`config.mk`:
```
export PLATFORM = sky130hd
export DESIGN_NAME = mem_capture
export DESIGN_NICKNAME = d
export VERILOG_FILES = /design/src/rtl/mem_capture_pkg.sv /design/src/rtl/mem_capture_core.sv /design/src/rtl/mem_capture.sv
export SDC_FILE = /design/constraint.sdc
export NUM_CORES = 1
export LEC_CHECK = 0
export BUFFER_PORTS_ARGS = -buffer_cell sky130_fd_sc_hd__buf_4
export CAP_MARGIN = 5
export CELL_PAD_IN_SITES_DETAIL_PLACEMENT = 2
export CELL_PAD_IN_SITES_GLOBAL_PLACEMENT = 2
export CORE_AREA = 3 3 67 69
export DETAILED_ROUTE_END_ITERATION = 8
export DIE_AREA = 0 0 70 72
export PLACE_DENSITY = 0.79
export SETUP_SLACK_MARGIN = 0.4
export SYNTH_ARGS = -nofsm -noshare
export SYNTH_HDL_FRONTEND = slang
export SYNTH_SLANG_ARGS = --single-unit
```
`constraint.sdc`:
```
create_clock -name clk -period 4.2 [get_ports clk]
set_clock_uncertainty 0.05 [all_clocks]
set_input_delay 0.84 -clock clk [delete_from_list [all_inputs] [get_ports clk]]
set_output_delay 0.84 -clock clk [all_outputs]
set_load 0.01 [all_outputs]
```
`src/rtl/mem_capture_pkg.sv`:
```
// mem_capture_pkg
//   Shared types for the stream-to-memory capture block.
//   - state_t : capture state machine encoding
//   - len_w() : bit width needed to hold a frame length of 0..mem_size
package mem_capture_pkg;

  typedef enum logic [1:0] {
    ST_RECV   = 2'd0,
    ST_DROP   = 2'd1,
    ST_COMMIT = 2'd2,
    ST_DONE   = 2'd3
  } state_t;

  function automatic int len_w(input int mem_size);
    return $clog2(mem_size + 1);
  endfunction

endpackage

```
`src/rtl/mem_capture_core.sv`:
```
// mem_capture_core
//   State machine, write pointer, beat counter and frame status registers
//   of the stream-to-memory capture block.
// Ports:
//   clk, rst_n          : clock, synchronous active-low reset
//   s_axis_*            : AXI4-Stream slave (tdata/tlast/tvalid in, tready out)
//   mem_we/addr/wdata   : registered memory write port
//   frame_valid/len/ovf : captured frame status, held until frame_ack
//   frame_ack           : one-cycle release pulse, honoured only in ST_DONE
module mem_capture_core
  import mem_capture_pkg::*;
#(
  parameter int C_MEM_SIZE   = 4,
  parameter int C_DATA_WIDTH = 8
) (
  input  logic                            clk,
  input  logic                            rst_n,
  input  logic [C_DATA_WIDTH-1:0]         s_axis_tdata,
  input  logic                            s_axis_tlast,
  input  logic                            s_axis_tvalid,
  output logic                            s_axis_tready,
  output logic                            mem_we,
  output logic [$clog2(C_MEM_SIZE)-1:0]   mem_addr,
  output logic [C_DATA_WIDTH-1:0]         mem_wdata,
  output logic                            frame_valid,
  output logic [len_w(C_MEM_SIZE)-1:0]    frame_len,
  output logic                            frame_overflow,
  input  logic                            frame_ack
);

  localparam int AW = $clog2(C_MEM_SIZE);
  localparam int LW = len_w(C_MEM_SIZE);
  localparam logic [AW-1:0] PTR_MAX = AW'(C_MEM_SIZE - 1);
  localparam logic [LW-1:0] CNT_MAX = LW'(C_MEM_SIZE);

  state_t                  state_q, state_d;
  logic                    tready_q, tready_d;
  logic [AW-1:0]           wr_ptr_q, wr_ptr_d;
  logic [LW-1:0]           cnt_q, cnt_d;
  logic                    ovf_q, ovf_d;
  logic                    we_q, we_d;
  logic [AW-1:0]           addr_q, addr_d;
  logic [C_DATA_WIDTH-1:0] wdata_q, wdata_d;
  logic                    fv_q, fv_d;
  logic [LW-1:0]           len_q, len_d;
  logic                    fovf_q, fovf_d;
  logic                    accept;

  // Internal handshake uses the registered ready, so nothing is accepted
  // while reset is asserted even though tready is shown high to the source.
  assign accept        = s_axis_tvalid & tready_q;
  assign s_axis_tready = tready_q | ~rst_n;

  assign mem_we         = we_q;
  assign mem_addr       = addr_q;
  assign mem_wdata      = wdata_q;
  assign frame_valid    = fv_q;
  assign frame_len      = len_q;
  assign frame_overflow = fovf_q;

  always_comb begin
    state_d  = state_q;
    tready_d = tready_q;
    wr_ptr_d = wr_ptr_q;
    cnt_d    = cnt_q;
    ovf_d    = ovf_q;
    we_d     = 1'b0;
    addr_d   = addr_q;
    wdata_d  = wdata_q;
    fv_d     = fv_q;
    len_d    = len_q;
    fovf_d   = fovf_q;
    case (state_q)
      ST_RECV: begin
        if (accept) begin
          we_d    = 1'b1;
          addr_d  = wr_ptr_q;
          wdata_d = s_axis_tdata;
          if (cnt_q != CNT_MAX) cnt_d = cnt_q + 1'b1;
          // Pointer parks on the last address instead of wrapping.
          if (wr_ptr_q != PTR_MAX) wr_ptr_d = wr_ptr_q + 1'b1;
          if (s_axis_tlast) begin
            state_d  = ST_COMMIT;
            tready_d = 1'b0;
          end else if (wr_ptr_q == PTR_MAX) begin
            // Memory is full and more beats follow: the tail is discarded.
            ovf_d   = 1'b1;
            state_d = ST_DROP;
          end
        end
      end
      ST_DROP: begin
        if (accept && s_axis_tlast) begin
          state_d  = ST_COMMIT;
          tready_d = 1'b0;
        end
      end
      ST_COMMIT: begin
        // frame_valid rises on the same edge the final word is written.
        fv_d    = 1'b1;
        len_d   = cnt_q;
        fovf_d  = ovf_q;
        state_d = ST_DONE;
      end
      ST_DONE: begin
        if (frame_ack) begin
          fv_d     = 1'b0;
          fovf_d   = 1'b0;
          ovf_d    = 1'b0;
          wr_ptr_d = '0;
          cnt_d    = '0;
          tready_d = 1'b1;
          state_d  = ST_RECV;
        end
      end
      default: begin
        state_d  = ST_RECV;
        tready_d = 1'b1;
      end
    endcase
  end

  always_ff @(posedge clk) begin
    if (!rst_n) begin
      state_q  <= ST_RECV;
      tready_q <= 1'b1;
      wr_ptr_q <= '0;
      cnt_q    <= '0;
      ovf_q    <= 1'b0;
      we_q     <= 1'b0;
      addr_q   <= '0;
      wdata_q  <= '0;
      fv_q     <= 1'b0;
      len_q    <= '0;
      fovf_q   <= 1'b0;
    end else begin
      state_q  <= state_d;
      tready_q <= tready_d;
      wr_ptr_q <= wr_ptr_d;
      cnt_q    <= cnt_d;
      ovf_q    <= ovf_d;
      we_q     <= we_d;
      addr_q   <= addr_d;
      wdata_q  <= wdata_d;
      fv_q     <= fv_d;
      len_q    <= len_d;
      fovf_q   <= fovf_d;
    end
  end

endmodule

```
`src/rtl/mem_capture.sv`:
```
// mem_capture
//   AXI4-Stream slave that writes one frame into a single-port memory from
//   address 0, reports its length/overflow and stalls until frame_ack.
// Ports:
//   clk, rst                : clock, synchronous active-high reset
//   s_axis_*                : stream slave input
//   mem_clk/rst/en/we/addr/wdata : memory write port (clk/rst passed through)
//   frame_valid/len/overflow, frame_ack : frame status and release
module mem_capture
  import mem_capture_pkg::*;
#(
  parameter int C_MEM_SIZE   = 4,
  parameter int C_DATA_WIDTH = 8
) (
  input  logic                            clk,
  input  logic                            rst,
  input  logic [C_DATA_WIDTH-1:0]         s_axis_tdata,
  input  logic                            s_axis_tlast,
  input  logic                            s_axis_tvalid,
  output logic                            s_axis_tready,
  output logic                            mem_clk,
  output logic                            mem_rst,
  output logic                            mem_en,
  output logic                            mem_we,
  output logic [$clog2(C_MEM_SIZE)-1:0]   mem_addr,
  output logic [C_DATA_WIDTH-1:0]         mem_wdata,
  output logic                            frame_valid,
  output logic [len_w(C_MEM_SIZE)-1:0]    frame_len,
  output logic                            frame_overflow,
  input  logic                            frame_ack
);

  assign mem_clk = clk;
  assign mem_rst = rst;
  assign mem_en  = mem_we;

  mem_capture_core #(
    .C_MEM_SIZE   (C_MEM_SIZE),
    .C_DATA_WIDTH (C_DATA_WIDTH)
  ) u_core (
    .clk            (clk),
    .rst_n          (~rst),
    .s_axis_tdata   (s_axis_tdata),
    .s_axis_tlast   (s_axis_tlast),
    .s_axis_tvalid  (s_axis_tvalid),
    .s_axis_tready  (s_axis_tready),
    .mem_we         (mem_we),
    .mem_addr       (mem_addr),
    .mem_wdata      (mem_wdata),
    .frame_valid    (frame_valid),
    .frame_len      (frame_len),
    .frame_overflow (frame_overflow),
    .frame_ack      (frame_ack)
  );

endmodule

```
==> results.md <==
- Status: complete, no violations
- Fillers: 454
- Post-synth top area share: between 30% and 40%
- CP arrival: between 2 and 2.5 ns
- Initial Utilization: 31.7%
- Post-CTS Setup Bufs: 0
- Worst Setup End Kind: primary output
- All-layer global routing usage: between 10 and 15%
- Pins Over Slew Limit: 0
- Vias: around 1100
- Final hold vios: 0
- Actual slew at the worst max-slew pin: between 0.6 and 0.7 ns
- Worst hold path type: register to register
- Horiz. Die Dim: ~70 um
- MaxCap Viol Count: 0
- Fraction of registers with async set/reset: 0%
- Clk pin slew, worst setup/hold paths: 0.08 ns
- Setup Viol. Count Final: 0
- Cell area power density: about 640 nW/um2
- Number of remaining DRC errors: 0
- Clock latency on the worst-skew pair: approximately 0.38 ns
- Number of antenna cells inserted: 0
- Antenna violations before repair: 0
- Reg area: ~500 um2
- Cell taking the most area after synthesis: dfxtp_1
- Top cells by area, synth: dfxtp_1 (40%), ha_1 (8.9%), mux2i_1 (7.2%)
- Sequential share of the synthesized area: approximately two fifths
- Share of layout cells above drive strength 1: 25.7%
- DR pass1 iterations: 4
- I/O pin count: 33
- Synthesized area: around 1300 um2
- Leak pwr: 0.000689 uW
- IO buf count: 32
- Max-slew headroom at the worst pin: between 50% and 60%
- Synth warn: 0
- Top FF cell, synth: dfxtp_1
- Post-synth EDFFs: 0
- Die area: about 5000 um2
- Synth Instances: 143
- Die Ht: ~72 um
- Detail Route Antenna Nets: 0
- Yosys cell types: 33
- Core box area: approximately 4000 um2
- RSZ-0062 raised after global routing: false
- Row cnt: 23
- Critical path class: clock port to primary output
- Cts repair resizes: 0
- Drt wl/cell: 15.5 um
- Multi-input gate area: a little under 700 um2
- Remaining global-route overflow: 0
- Critical Path Source Type: clock port
- TritonCTS clock tree: built
- CTS Hold Bufs: 0
- Tot Pwr: 1020 uW
- HPWL Detailed: approximately 2500 um
- Final setup TNS: 0 ns
- DRT iter0 DRCs: 14
- Final Core Density: about two fifths
- Post-Route WL: 3420 um
- Post-Syn Nets: around 170
- Peak VDD IR: ~220 uV
- Global-route wire length before repair: 5820 um
- Synthesis-stage register bit count: 25
- Crit-path max FO: 2
- Vias in the first global route: around 1200
- Critical path data required time: 3.31 ns
- Routability congestion estimate: a little over 0.7
- Syn Area/Cell: about 9 um2
- Hold Slack: 0.413 ns
- Final nets: approximately 190
- Vias/cell: ~4.9
- Pin count of the biggest net entering global routing: 29
- Syn-to-layout area delta: 26.0%
==> metrics by stage <==
step           setup slack (ns)  instances  area [um2]
2_1_floorplan              1.09        143        1260
3_3_place_gp               1.09        214        1500
3_5_place_dp               1.09        214        1500
4_1_cts                   0.850        221        1590
5_1_grt                   0.845        221        1590
6_report                  0.856        221        1590
==> power by group <==
part           switching [uW]  total (uW)  internal [uW]
Sequential               47.9         339            291
Combinational             243         438            195
Clock                    98.2         238            140
Total                     389        1020            627
==> cell type report <==
type | instances | share of cell area, %
clock buffer | 8 | 5.91
inverter | 6 | 1.42
multi-input combinational | 101 | 42.5
sequential | 25 | 31.5
tap | 50 | 3.94
timing repair buffer | 31 | 14.7
==> kinds of logic (layout without fill, tap and decap cells) <==
kind of cell | after synthesis | after routing | synth area share, %
AO/OA/AOI/OAI | 30 | 30 | 18.1
adder cells (fa/ha/maj) | 9 | 9 | 8.95
buffers and inverters | 17 | 45 | 6.66
flip-flops | 25 | 25 | 39.8
multiplexers | 9 | 9 | 7.16
AND/OR/NAND/NOR | 53 | 53 | 19.4
==> flip-flops by register name, summed over array words and instances (netlist names), 2 cells and up <==
name,flops
u_core.frame_len,3
u_core.mem_wdata,8
u_core.mem_addr,2
u_core.wr_ptr_q,2
u_core.state_q,2
u_core.cnt_q,3
==> worst paths after layout <==
path	from	to	slack, ns	cells after the start
setup / recovery	clk	mem_clk	0.86	3
hold / removal	u_core.mem_wdata[6]$_SDFFE_PP0P_	u_core.mem_wdata[6]$_SDFFE_PP0P_	0.41	2
setup reg to reg	u_core.state_q[0]$_SDFFE_PP0P_	u_core.tready_q$_SDFFE_PP1P_	2.06	6
hold reg to reg	u_core.mem_wdata[6]$_SDFFE_PP0P_	u_core.mem_wdata[6]$_SDFFE_PP0P_	0.41	2
==> critical path: stages <==
cell and delay [ns]:
clkbuf_8 0.11, clkbuf_8 0.12, buf_4 0.13
==> synthesized netlist by cell type, drive strengths merged, types with 2 or more instances <==
library cell / number
a2111oi: 2
nand3: 3
buf: 4
nand2: 23
ha: 9
nor2b: 3
a21oi: 17
inv: 6
mux2i: 9
a211oi: 3
nor2: 16
clkbuf: 7
dfxtp: 25
==> layer usage <==
layer  vias to the layer above  track usage (%)  share of wire, %  wire length (um)
met4                         0             5.32              0.38                13
met2                        29             27.8                54              1830
met1                       525             14.7                40              1380
li1                        533                -                 -                 -
met5                         -                0                 0                 0
met3                         3             4.85               5.8               198
==> cells in the final DEF (no fill, tap or decap), types with 2 or more instances in the layout <==
cell type,instances
dfxtp_1,25
nand2_1,23
nand3_1,2
clkbuf_8,6
ha_1,9
a2111oi_4,2
nor2b_1,3
buf_4,32
mux2i_1,9
a21oi_1,17
a211oi_1,2
inv_1,6
nor2_1,16
Note: power is estimated with default switching activity, not from simulation.
